### config.mk
export PLATFORM = sky130hd
export DESIGN_NAME = uart_frame_tx
export DESIGN_NICKNAME = d
export VERILOG_FILES = /design/src/rtl/uart_frame_tx.sv
export SDC_FILE = /design/constraint.sdc
export NUM_CORES = 1
export LEC_CHECK = 0
export ABC_AREA = 1
export CORE_MARGIN = 8
export CORE_UTILIZATION = 35
export CTS_BUF_LIST = sky130_fd_sc_hd__clkbuf_4 sky130_fd_sc_hd__clkbuf_8 sky130_fd_sc_hd__clkbuf_16
export DETAILED_ROUTE_END_ITERATION = 6
export PLACE_DENSITY = 0.64
export SLEW_MARGIN = 20
export SYNTH_ARGS = -nofsm -noshare
export SYNTH_HDL_FRONTEND = slang
export SYNTH_SLANG_ARGS = --single-unit
export TNS_END_PERCENT = 30
### constraint.sdc
create_clock -name clk -period 5.3 [get_ports clk]
set_clock_uncertainty 0.15 [all_clocks]
set_input_delay 0.53 -clock clk [delete_from_list [all_inputs] [get_ports clk]]
set_output_delay 0.53 -clock clk [all_outputs]
set_load 0.01 [all_outputs]
### src/rtl/uart_frame_tx.sv
// uart_frame_tx: framed serial transmitter.
// Frame: start bit (0), DATA_W payload bits LSB first, optional CKSUM_W-bit
// folded-XOR checksum LSB first, STOP_BITS stop bits (1). Every bit is held
// for CLKS_PER_BIT clk cycles. All outputs come straight from registers.
// Optional feature: define UART_FRAME_TX_CKSUM_EN to add the CKSUM state and
// the checksum field; without it DATA goes directly to STOP.
module uart_frame_tx #(
  parameter int DATA_W       = 12,
  parameter int CLKS_PER_BIT = 1088,
  parameter int CKSUM_W      = 8,
  parameter int STOP_BITS    = 1
) (
  input  logic              clk,
  input  logic              rst_n,
  input  logic [DATA_W-1:0] tx_data,
  input  logic              tx_valid,
  output logic              tx_ready,
  output logic              tx,
  output logic              busy,
  output logic              frame_done
);

  // The bit counter covers the longer of the payload and checksum fields.
  localparam int MAX_W  = (DATA_W > CKSUM_W) ? DATA_W : CKSUM_W;
  localparam int BIT_W  = $clog2(MAX_W + 1);
  localparam int BAUD_W = $clog2(CLKS_PER_BIT);

  localparam logic [BAUD_W-1:0] BAUD_LAST = BAUD_W'(CLKS_PER_BIT - 1);
  localparam logic [BAUD_W-1:0] BAUD_ONE  = BAUD_W'(1);
  localparam logic [BIT_W-1:0]  BIT_ONE   = BIT_W'(1);
  localparam logic [BIT_W-1:0]  DATA_LAST = BIT_W'(DATA_W - 1);
  localparam logic [BIT_W-1:0]  STOP_LAST = BIT_W'(STOP_BITS - 1);

`ifdef UART_FRAME_TX_CKSUM_EN
  // Fold index: which checksum bit the next payload bit is XORed into.
  localparam int FOLD_W = $clog2(CKSUM_W + 1);
  localparam logic [FOLD_W-1:0] FOLD_LAST  = FOLD_W'(CKSUM_W - 1);
  localparam logic [FOLD_W-1:0] FOLD_ONE   = FOLD_W'(1);
  localparam logic [BIT_W-1:0]  CKSUM_LAST = BIT_W'(CKSUM_W - 1);

  typedef enum logic [2:0] {
    S_IDLE,
    S_START,
    S_DATA,
    S_CKSUM,
    S_STOP
  } state_e;
`else
  typedef enum logic [1:0] {
    S_IDLE,
    S_START,
    S_DATA,
    S_STOP
  } state_e;
`endif

  state_e              state_q, state_d;
  logic [BAUD_W-1:0]   baud_q, baud_d;
  logic [BIT_W-1:0]    bit_q, bit_d;
  logic [DATA_W-1:0]   data_q, data_d;
  logic                tx_q, tx_d;
  logic                ready_q, ready_d;
  logic                busy_q, busy_d;
  logic                done_q, done_d;

  logic                baud_end;
  logic [BIT_W-1:0]    bit_inc;
  logic [DATA_W-1:0]   data_sh;

`ifdef UART_FRAME_TX_CKSUM_EN
  logic [CKSUM_W-1:0]  cksum_q, cksum_d;
  logic [FOLD_W-1:0]   fold_q, fold_d;
  logic [FOLD_W-1:0]   fold_inc;
`endif

  // The baud counter counts down; reaching zero marks the last cycle of a bit.
  assign baud_end = (baud_q == '0);

  // Next-state and next-output logic for the frame sequencer.
  always_comb begin
    // NOTE: every _d signal takes its hold value first, so no path through the
    // case statement leaves a variable unassigned and no latch is inferred.
    state_d = state_q;
    baud_d  = baud_end ? BAUD_LAST : (baud_q - BAUD_ONE);
    bit_d   = bit_q;
    data_d  = data_q;
    tx_d    = tx_q;
    ready_d = ready_q;
    busy_d  = busy_q;
    done_d  = 1'b0;
    bit_inc = bit_q + BIT_ONE;
    // Payload bit that follows the one currently on the line.
    data_sh = data_q >> bit_inc;
`ifdef UART_FRAME_TX_CKSUM_EN
    cksum_d  = cksum_q;
    fold_d   = fold_q;
    fold_inc = (fold_q == FOLD_LAST) ? '0 : (fold_q + FOLD_ONE);
`endif

    unique case (state_q)
      S_IDLE: begin
        // Keep the baud counter primed so START lasts a full bit period.
        baud_d = BAUD_LAST;
        tx_d   = 1'b1;
        if (tx_valid && ready_q) begin
          data_d  = tx_data;
          bit_d   = '0;
          tx_d    = 1'b0;
          ready_d = 1'b0;
          busy_d  = 1'b1;
          state_d = S_START;
`ifdef UART_FRAME_TX_CKSUM_EN
          cksum_d = '0;
          fold_d  = '0;
`endif
        end
      end

      S_START: begin
        if (baud_end) begin
          // Payload bit 0 goes on the line; the checksum accumulates each
          // payload bit as it is launched so it is complete when DATA ends.
          tx_d    = data_q[0];
          bit_d   = '0;
          state_d = S_DATA;
`ifdef UART_FRAME_TX_CKSUM_EN
          cksum_d = cksum_q ^ (CKSUM_W'(data_q[0]) << fold_q);
          fold_d  = fold_inc;
`endif
        end
      end

      S_DATA: begin
        if (baud_end) begin
          if (bit_q == DATA_LAST) begin
            bit_d = '0;
`ifdef UART_FRAME_TX_CKSUM_EN
            tx_d    = cksum_q[0];
            cksum_d = cksum_q >> 1;
            state_d = S_CKSUM;
`else
            tx_d    = 1'b1;
            state_d = S_STOP;
`endif
          end else begin
            bit_d = bit_inc;
            tx_d  = data_sh[0];
`ifdef UART_FRAME_TX_CKSUM_EN
            cksum_d = cksum_q ^ (CKSUM_W'(data_sh[0]) << fold_q);
            fold_d  = fold_inc;
`endif
          end
        end
      end

`ifdef UART_FRAME_TX_CKSUM_EN
      S_CKSUM: begin
        if (baud_end) begin
          if (bit_q == CKSUM_LAST) begin
            bit_d   = '0;
            tx_d    = 1'b1;
            state_d = S_STOP;
          end else begin
            // Checksum is shifted out of the accumulator LSB first.
            bit_d   = bit_inc;
            tx_d    = cksum_q[0];
            cksum_d = cksum_q >> 1;
          end
        end
      end
`endif

      S_STOP: begin
        tx_d = 1'b1;
        // Registered pulse: raised one edge early so it is high exactly
        // during the final cycle of the last stop bit.
        if ((bit_q == STOP_LAST) && (baud_q == BAUD_ONE)) begin
          done_d = 1'b1;
        end
        if (baud_end) begin
          if (bit_q == STOP_LAST) begin
            bit_d   = '0;
            ready_d = 1'b1;
            busy_d  = 1'b0;
            state_d = S_IDLE;
          end else begin
            bit_d = bit_inc;
          end
        end
      end

      default: begin
        tx_d    = 1'b1;
        ready_d = 1'b1;
        busy_d  = 1'b0;
        bit_d   = '0;
        state_d = S_IDLE;
      end
    endcase
  end

  // State, counter, payload and output registers; reset parks the line high.
  always_ff @(posedge clk or negedge rst_n) begin
    if (!rst_n) begin
      state_q <= S_IDLE;
      baud_q  <= '0;
      bit_q   <= '0;
      // NOTE: the payload register is a plain register, not a memory, so it
      // is cleared with the rest; a reset-free RAM would not be.
      data_q  <= '0;
      tx_q    <= 1'b1;
      ready_q <= 1'b1;
      busy_q  <= 1'b0;
      done_q  <= 1'b0;
`ifdef UART_FRAME_TX_CKSUM_EN
      cksum_q <= '0;
      fold_q  <= '0;
`endif
    end else begin
      // NOTE: non-blocking assignments make every register sample pre-edge
      // values, independent of statement order.
      state_q <= state_d;
      baud_q  <= baud_d;
      bit_q   <= bit_d;
      data_q  <= data_d;
      tx_q    <= tx_d;
      ready_q <= ready_d;
      busy_q  <= busy_d;
      done_q  <= done_d;
`ifdef UART_FRAME_TX_CKSUM_EN
      cksum_q <= cksum_d;
      fold_q  <= fold_d;
`endif
    end
  end

  assign tx         = tx_q;
  assign tx_ready   = ready_q;
  assign busy       = busy_q;
  assign frame_done = done_q;

endmodule

==> key figures, run 1 <==
Cells and area
  • Number of inserted diodes: 0
  • Finished Layout Cells: 313
  • Layout cells sized above 1: approximately 11%
  • Area Overhead vs Synth: 20.1%
  • Finished Cell Area: 0.00216 mm²
  • Filler cells: between 500 and 600
  • Multi-input gate area: between 800 and 900 µm²
  • Final net count: 266
  • Register area: approximately 830 µm²

Die
  • Num rows: 26
  • Die width: a little under 90 µm
  • Starting density of the core: 35.8%
  • Die H: slightly below 90 µm
  • Die area: approximately 0.0077 mm²
  • Top Ports: 19
  • Core region area: 0.00504 mm²

STA
  • Worst slew pin tran: between 600 and 700 ps
  • Final setup fails: 0
  • Fmax: about 0.47 GHz
  • Minimum clock period: 2120 ps
  • Final Max Slew Viols: 0
  • Final setup TNS: 0 ps
  • Final hold vios: 0
  • RSZ-0062 raised after global routing: false
  • Post-route clock period utilization: 40.0%
  • Slew margin rel.: between 50% and 60%

Route
  • Post-route ant nets: 0
  • Vias: about 1400
  • Wire length per cell: roughly 11 µm
  • Routed vias/inst: 4.48
  • Drt first pass iters: 4
  • Initial DRC count: just over 70
  • DRC: 0
  • Routed WL: 3.45 mm

Setup path
  • Reg-to-reg endpoint: tx_ready$_DFFE_PN1P_
  • Largest stage delay, worst path: around 570 ps
  • Reg2Reg Depth: 8
  • Crit path to: tx_ready$_DFFE_PN1P_
  • Startpoint Class: flop
  • CP Launch Point: state_q[0]$_DFFE_PN0P_
  • Setup crit end kind: flop
  • Crit Path Class: flop to flop
  • Required @ worst endpoint: 5370 ps
  • Crit path cell chain: inv_1 -> ha_1 -> inv_1 -> nor2_2 -> inv_1 -> nor2_1 -> inv_1 -> o21a_1
  • Reg2reg setup slack: approximately 3200 ps
  • Worst-path maximum fanout: 22
  • Slowest-stage cell, CP: nor2_2
  • Crit path max-delay family: simple AND/OR/NAND/NOR gates
  • RR Startpoint: state_q[0]$_DFFE_PN0P_
  • Most frequent CP cell: inv_1
  • WP depth: 8
  • Worst Path Buf+Inv: 4
  • Worst EP arrival: approximately 2200 ps

GRT
  • Largest net degree at the start of global routing: 34
  • Vias in the first global route: about 1500
  • First-pass GRT wire length: 6.22 mm
  • Total GRT Usage: 10.2%
  • Final global-route overflow total: 0
  • Initial antenna violation count: 0

Synth
  • Ys flop type: dfrtp_1
  • Largest cells by area after synthesis: dfrtp_1, nand2_1, inv_1, ha_1, nor2_1
  • Post-synthesis sequential area ratio: between 40% and 50%
  • Syn Inst Count: 220
  • FFs w/ async S/R, synth: 100%
  • Post-synth EDFFs: 0
  • Synth unique cells: 29
  • Post-synthesis sequential element count: 33
  • Post-Syn Area per Cell: around 8.2 µm²
  • Post-Syn Area: between 0.0015 and 0.002 mm²
  • Dominant cell type by area after synthesis: dfrtp_1
  • Yosys top cell area share: 43.0%
  • Syn. warnings: 0
  • Most frequent cell after synthesis: nand2_1
  • Synth Net Count: roughly 240
  • Synth cell count leaders: nand2_1, inv_1, dfrtp_1

Place
  • DP HPWL: roughly 2.6 mm
  • Port Buffer Count: 18
  • Global placement routability congestion: 0.830
  • DP Cell Count: 305
  • Area post-placement: ~0.0021 mm²

CTS
  • Clk_lat worst skew: around 280 ps
  • CTS tree: done
  • Clock-pin slew on the worst setup and hold paths: about 70 ps
  • H-tree depth: 2
  • Clock buffer count from CTS: 5
  • Post-CTS sizing: 0
  • Root buffer cell: clkbuf_8
  • Clk sinks: 33
  • Post-CTS Setup Inserts: 0
  • Clk buf depth: 2
  • Post-CTS Hold Fix Bufs: 0

Power and ir drop
  • Pleak: 0.00110 µW
  • Power Density: between 200 and 250 mW/mm²
  • Peak VDD IR: between 0.1 and 0.15 mV

Status
  • Run status: completed

Job
  • Max-Cap Viols: 0

Worst hold path
  • Worst Hold Class: flop to flop
  • Hold path depth: 2
==> tightest hold or removal path: stages, from the launching register on <==
cell	delay (ps)
dfstp_2	370
nand2_1	50
nand2_1	50
==> through the flow <==
stage / power [µW] / hold slack (ps) / worst slack [ps] / utilization (%)
5_1_grt: 496 / 340 / 2870 / 42.9
3_3_place_gp: 272 / 308 / 2700 / 40.9
2_1_floorplan: 257 / 84.4 / 3660 / -
6_report: 474 / 317 / 3180 / 42.9
4_1_cts: 484 / 323 / 2770 / 42.9
3_5_place_dp: 273 / 310 / 2610 / 40.9
==> area by class of cell <==
cell class / count / share of cell area, %
sequential: 33 / 38.3
multi-input combinational: 146 / 37.8
timing repair buffer: 19 / 8.67
inverter: 37 / 6.53
clock buffer: 7 / 4.45
tap: 70 / 4.05
clock inverter: 1 / 0.231
==> sequential cells by signal (all words and copies together) (netlist names) <==
register    count
busy            1
state_q         2
bit_q           4
baud_q         11
data_q         12
tx_ready        1
frame_done      1
tx              1
==> report_power, final <==
group | internal [µW] | switching [µW]
sequential | 252 | 0
combinational | 9.38 | 6.09
clock | 117 | 89.7
total | 379 | 95.7
==> how the worst min path moves through the flow <==
| stage | from | endpoint | slack [ps] |
|---|---|---|---|
| after detailed placement | tx$_DFFE_PN1P_ | tx$_DFFE_PN1P_ | 310 |
| final | tx$_DFFE_PN1P_ | tx$_DFFE_PN1P_ | 320 |
| after global placement | tx$_DFFE_PN1P_ | tx$_DFFE_PN1P_ | 310 |
| after floorplan | rst_n | baud_q[0]$_DFF_PN0_ | 80 |
| after CTS | tx$_DFFE_PN1P_ | tx$_DFFE_PN1P_ | 320 |
| after global routing | tx$_DFFE_PN1P_ | tx$_DFFE_PN1P_ | 340 |
==> layout by cell type, fill, tap and decap left out, types with 2 or more instances in the layout <==
| cell type | Yosys | layout |
|---|---|---|
| nand2_1 | 53 | 53 |
| inv_1 | 35 | 35 |
| dfrtp_1 | 31 | 31 |
| nor2_1 | 20 | 19 |
| clkdlybuf4s50_1 | 0 | 18 |
| o21ai_0 | 14 | 14 |
| nand3_1 | 13 | 13 |
| ha_1 | 9 | 9 |
| clkbuf_8 | 0 | 7 |
| nor2_4 | 4 | 4 |
| nand2_4 | 4 | 4 |
| nor3_1 | 4 | 4 |
| o22ai_1 | 4 | 4 |
| a21oi_1 | 4 | 4 |
| nand2_2 | 3 | 3 |
| xnor2_1 | 3 | 3 |
| xor2_1 | 2 | 2 |
| o211ai_1 | 2 | 2 |
| dfstp_2 | 2 | 2 |
==> metal layers <==
metal  up-vias  global-route usage [%]  wire length [µm]  share of wire, %
met5         -                       0                 0                 0
met4         0                    4.38                34              0.98
met3         4                    2.91               106               3.1
met2        20                    17.8              1760                51
met1       651                    11.3              1550                45
li1        726                       -                 -                 -
==> kinds of logic after synthesis <==
kind of cell    count (synthesis)  synth area share (%)
flops                          33                  45.9
buf+inv                        41                  8.81
xor+xnor                        5                  2.43
fa+ha+maj                       9                  6.25
simple gates                  104                  27.8
compound gates                 28                  8.81
Power figures use the tool's default switching activity.
==> run 2, diff against run 1 <==
- PLACE_DENSITY: 0.64 -> 0.66
- clock period: 5.3 -> 1.91 ns (I/O delays scaled with it)
==> run 2 against run 1 <==
  * Wire length decreased by 2.5%
  * Utilization increased by 0.97 points
  * Power increased to 3.0 times the previous value
  * Count of clock-buffer cells in the layout unchanged
  * Final cell count increased by 1.3%
  * Flip-flop and latch count unchanged
  * Largest cell class unchanged
==> key figures, run 2 (same netlist as run 1, synthesis figures left out) <==
Status
  • Run status: completed

Place
  • Area post-placement: 0.00209 mm²
  • Global placement routability congestion: between 0.8 and 0.9
  • Port Buffer Count: 18
  • DP HPWL: roughly 2.6 mm

Power and ir drop
  • Power Density: ~640 mW/mm²
  • Peak VDD IR: 0.431 mV
  • Pleak: 0.00112 µW

CTS
  • Clk_lat worst skew: approximately 280 ps
  • Clk buf depth: 2
  • Clock-pin slew on the worst setup and hold paths: 70 ps
  • H-tree depth: 2
  • Clk sinks: 33
  • Clock buffer count from CTS: 5
  • Post-CTS Setup Inserts: 0
  • Root buffer cell: clkbuf_8
  • CTS tree: done

Setup path
  • Crit path max-delay family: simple AND/OR/NAND/NOR gates
  • CP Launch Point: baud_q[0]$_DFF_PN0_
  • Crit Path Class: flop to flop
  • WP depth: 11
  • Worst-path maximum fanout: 7
  • Startpoint Class: flop
  • Worst EP arrival: ~1800 ps
  • Setup crit end kind: flop
  • Worst Path Buf+Inv: 1
  • Reg2Reg Depth: 11
  • Largest stage delay, worst path: 410 ps
  • RR Startpoint: baud_q[0]$_DFF_PN0_
  • Most frequent CP cell: nand2_4
  • Required @ worst endpoint: between 1500 and 2000 ps
  • Slowest-stage cell, CP: dfrtp_1
  • Crit path cell chain: inv_1 -> ha_2 -> nand2_4 -> nor2_4 -> nand2_4 -> nand2_2 -> nand2_4 -> nor2_8 -> nand2_4 -> nor2_1 -> a21oi_1

Die
  • Die area: 0.00770 mm²
  • Top Ports: 19
  • Num rows: 26
  • Die width: approximately 88 µm
  • Core region area: approximately 0.0050 mm²
  • Starting density of the core: 35.8%
  • Die H: between 80 and 90 µm

STA
  • Final hold vios: 0
  • Worst slew pin tran: 406 ps
  • Slew margin rel.: between 70 and 80%
  • Final setup TNS: 0 ps
  • Minimum clock period: about 1800 ps
  • Post-route clock period utilization: approximately nine tenths
  • RSZ-0062 raised after global routing: false
  • Fmax: between 0.5 and 0.6 GHz
  • Final Max Slew Viols: 0
  • Hold Slack: ~150 ps
  • Final setup fails: 0

Worst hold path
  • Worst Hold Class: input port to async pin

Route
  • Post-route ant nets: 0
  • Initial DRC count: 45
  • DRC: 0
  • Vias: 1401
  • Wire length per cell: about 11 µm
  • Routed vias/inst: about 4.4
  • Routed WL: between 3 and 4 mm
  • Drt first pass iters: 4

Cells and area
  • Most common cell after layout, fill and taps aside: nand2_1
  • Largest regs: data_q (12), baud_q (11), bit_q (4)
  • Layout cells sized above 1: around 13%
  • Top reg by flops: data_q
  • Final net count: 270
  • Largest register FFs: 12
  • Number of inserted diodes: 0
  • Commonest non-fill, non-tap cells in the layout: nand2_1, inv_1, dfrtp_1
  • Area Overhead vs Synth: 22.8%
  • Finished Cell Area: about 0.0022 mm²
  • Filler cells: around 500

GRT
  • First-pass GRT wire length: approximately 6 mm
  • Initial antenna violation count: 0
  • Total GRT Usage: between 10% and 20%
  • Largest net degree at the start of global routing: 34
  • Final global-route overflow total: 0
  • Vias in the first global route: 1442

Job
  • Max-Cap Viols: 0
[run 2: changes by cell type in the layout (fill, tap and decap cells not counted), sizes merged]
cell	change
clkinv	-1
bufinv	+1
buf	+4
[run 2: routing by layer]
metal,up-vias,global-route usage [%],share of wire (%)
li1,733,-,-
met1,645,11.4,46
met2,18,17.0,49
met3,5,3.19,3.7
met4,0,5.16,1.2
met5,-,0,0
[run 2: area by class of cell]
type	instances	area, µm²	share of cell area (%)
flip-flops and latches	33	828	37.4
multi-input cells	146	818	37.0
repair buffers	23	218	9.84
inverters	37	141	6.39
clock buffers	7	90.1	4.07
well taps	70	87.6	3.96
clock inverters	1	30.0	1.36
[run 2: repair_timing]
| item | 4_1_cts | 5_1_grt |
|---|---|---|
| hold buffers | 0 | 0 |
| resized for setup | 0 | 1 |
| setup endpoints to repair | 0 | 1 |
[run 2: worst reg2reg max path: cells and delay by family (launching register included)]
family,cells,cell delay [ps]
AOI/OAI and AO/OA,1,40
adders and majority gates,1,210
buffers and inverters,1,90
and+or+nand+nor,8,730
DFF,1,410
[run 2: final timing paths]
| check | to | slack [ps] |
|---|---|---|
| max | state_q[1]$_DFFE_PN0P_ | 160 |
| min | baud_q[3]$_DFF_PN0_ | 150 |
| max reg2reg | state_q[1]$_DFFE_PN0P_ | 160 |
| min reg2reg | data_q[5]$_DFFE_PN0P_ | 320 |
| max in group asynchronous | tx$_DFFE_PN1P_ | 1130 |
| min in group clk | data_q[5]$_DFFE_PN0P_ | 290 |
[run 2: report_power, final]
group | leakage (µW) | internal, µW | total [µW] | switching (µW)
sequential | 0.000371 | 699 | 699 | 0
clock | 0.0000619 | 439 | 679 | 239
combinational | 0.000691 | 25.9 | 41.9 | 16.0
[run 2: per-stage QoR]
stage	setup WS, ps	instances	utilization [%]	power (µW)
6_report	155	317	43.9	1420
5_1_grt	9.92	317	43.9	1490
4_1_cts	125	317	43.8	1450
3_5_place_dp	144	309	41.5	755
3_3_place_gp	208	309	41.5	755
2_1_floorplan	266	220	-	712
==> run 3, diff against run 2 <==
- GPL_TIMING_DRIVEN: default -> 0
==> run 3 against run 2 <==
  * Worst hold slack better by 9.8 ps
  * Non-clock buffer count is 1 higher
  * Utilization is 0.074 points higher
  * Setup slack better by 1.7 ps
  * Wire length is 1.9% higher
  * Largest cell class is now multi-input gates
==> key figures, run 3 (same netlist as run 1, synthesis figures left out) <==
Status
  • Run status: completed

Cells and area
  • Final net count: roughly 270
  • Top reg by flops: data_q
  • Area Overhead vs Synth: 23.0%
  • Most common cell after layout, fill and taps aside: nand2_1
  • Largest register FFs: 12
  • Number of inserted diodes: 0
  • Register area: about 830 µm²
  • Multi-input gate area: around 830 µm²
  • Largest regs: data_q (12), baud_q (11), bit_q (4)
  • Finished Cell Area: roughly 0.0022 mm²
  • Filler cells: a little under 500
  • Layout cells sized above 1: 14.1%
  • Finished Layout Cells: about 320
  • Commonest non-fill, non-tap cells in the layout: nand2_1, inv_1, dfrtp_1

Route
  • Top Layer Used: met4
  • Routed vias/inst: ~4.5
  • Wire length per cell: around 11 µm
  • Met1 wire length: 1.59 mm
  • Drt first pass iters: 4
  • DRC: 0
  • Initial DRC count: 44
  • Routed WL: 3.43 mm
  • Vias: 1434
  • Met3 wire length: ~100 µm
  • Met2 WL: 1.64 mm
  • Post-route ant nets: 0

CTS
  • Clock buffer count from CTS: 5
  • Clk sinks: 33
  • H-tree depth: 2
  • Clock-pin slew on the worst setup and hold paths: 60 ps
  • CTS tree: done
  • Clk buf depth: 2
  • Root buffer cell: clkbuf_8
  • Post-CTS Setup Inserts: 0
  • Clk_lat worst skew: around 290 ps

GRT
  • First-pass GRT wire length: ~6.4 mm
  • Total GRT Usage: between 10% and 20%
  • Final global-route overflow total: 0
  • Vias in the first global route: roughly 1600
  • Initial antenna violation count: 0
  • Largest net degree at the start of global routing: 24

STA
  • Final setup fails: 0
  • Minimum clock period: about 1800 ps
  • RSZ-0062 raised after global routing: true
  • Final Max Slew Viols: 0
  • Slew margin rel.: 77.4%
  • Worst slew pin tran: roughly 340 ps
  • Final setup TNS: 0 ps
  • Fmax: roughly 0.57 GHz
  • Final hold vios: 0
  • Post-route clock period utilization: roughly nine tenths

Place
  • DP Cell Count: ~300
  • Port Buffer Count: 18
  • Global placement routability congestion: approximately 0.77
  • Area post-placement: ~0.0021 mm²
  • DP HPWL: 2.67 mm

Die
  • Core region area: between 0.005 and 0.006 mm²
  • Die H: between 80 and 90 µm
  • Starting density of the core: between 30% and 40%
  • Die width: approximately 88 µm
  • Top Ports: 19
  • Die area: 0.00770 mm²
  • Num rows: 26

Job
  • Max-Cap Viols: 0

Setup path
  • Slowest-stage cell, CP: dfrtp_1
  • Reg2Reg Depth: 11
  • Setup crit end kind: flop
  • Crit Path Class: flop to flop
  • Worst-path maximum fanout: 7
  • Largest stage delay, worst path: 410 ps
  • Required @ worst endpoint: 1930 ps
  • Startpoint Class: flop
  • Worst Path Buf+Inv: 1
  • Crit path max-delay family: simple AND/OR/NAND/NOR gates
  • Crit path cell chain: inv_1 -> ha_2 -> nand2_4 -> nor2_4 -> nand2_4 -> nand2_2 -> nand2_4 -> nor2_8 -> nand2_4 -> nor2_1 -> a21oi_1
  • Worst EP arrival: roughly 1800 ps
  • Most frequent CP cell: nand2_4
  • WP depth: 11

Power and ir drop
  • Power Density: approximately 580 mW/mm²
  • Peak VDD IR: approximately 0.38 mV
  • Pleak: about 0.0011 µW

Worst hold path
  • Worst Hold Class: input port to async pin
==> run 3: area by class of cell <==
cell class / instances / share of cell area [%]
buffer: 4 / 1.02
timing repair buffer: 20 / 9.59
clock buffer: 8 / 4.12
sequential: 33 / 37.4
tap: 70 / 3.95
inverter: 37 / 6.38
multi-input combinational: 146 / 37.6
==> run 3: where the power goes <==
group          switching (µW)  leakage (µW)  total (µW)  internal, µW
sequential                  0      0.000371         699           699
clock                     237     0.0000498         538           301
combinational            17.8      0.000707        48.4          30.6
total                     254       0.00113        1290          1030
==> run 3: what timing repair did <==
action	CTS	global route
gates resized for setup	1	9
hold buffers	1	0
setup endpoints to repair	1	17
endpoints found under the hold margin	32	0
==> run 3: worst reg2reg max path, stage by stage, from the launching register on <==
cell     delay [ps]
dfrtp_1         410
inv_1            90
ha_2            220
nand2_4          80
nor2_4          140
nand2_4          70
nand2_2          70
nand2_4          70
nor2_8          140
nand2_4          70
nor2_1           80
a21oi_1          50
==> run 3: final timing paths <==
check / from / endpoint / slack, ps
hold reg to reg: tx$_DFFE_PN1P_ / tx$_DFFE_PN1P_ / 320
max in group asynchronous: rst_n / tx_ready$_DFFE_PN1P_ / 970
setup reg to reg: baud_q[0]$_DFF_PN0_ / state_q[1]$_DFFE_PN0P_ / 160
min in group clk: tx_data[5] / data_q[5]$_DFFE_PN0P_ / 290
setup / recovery: baud_q[0]$_DFF_PN0_ / state_q[1]$_DFFE_PN0P_ / 160
hold / removal: rst_n / baud_q[3]$_DFF_PN0_ / 160
==> run 3: routing by layer <==
| layer | global-route usage (%) | vias to the layer above |
|---|---|---|
| met5 | 0 | - |
| met4 | 7.50 | 0 |
| met3 | 3.10 | 8 |
| met2 | 17.4 | 20 |
| met1 | 12.1 | 670 |
| li1 | - | 736 |
==> run 3: metrics by stage <==
| step | utilization (%) | total power [µW] | hold slack, ps | setup slack (ps) |
|---|---|---|---|---|
| final | 44.0 | 1290 | 164 | 157 |
| after global routing | 44.0 | 1350 | 180 | -13.7 |
| after CTS | 43.5 | 1310 | 161 | 45.7 |
| after detailed placement | 41.5 | 760 | -58.4 | 7.02 |
| after global placement | 41.1 | 754 | 307 | -211 |
| after floorplan | - | 712 | -255 | 266 |
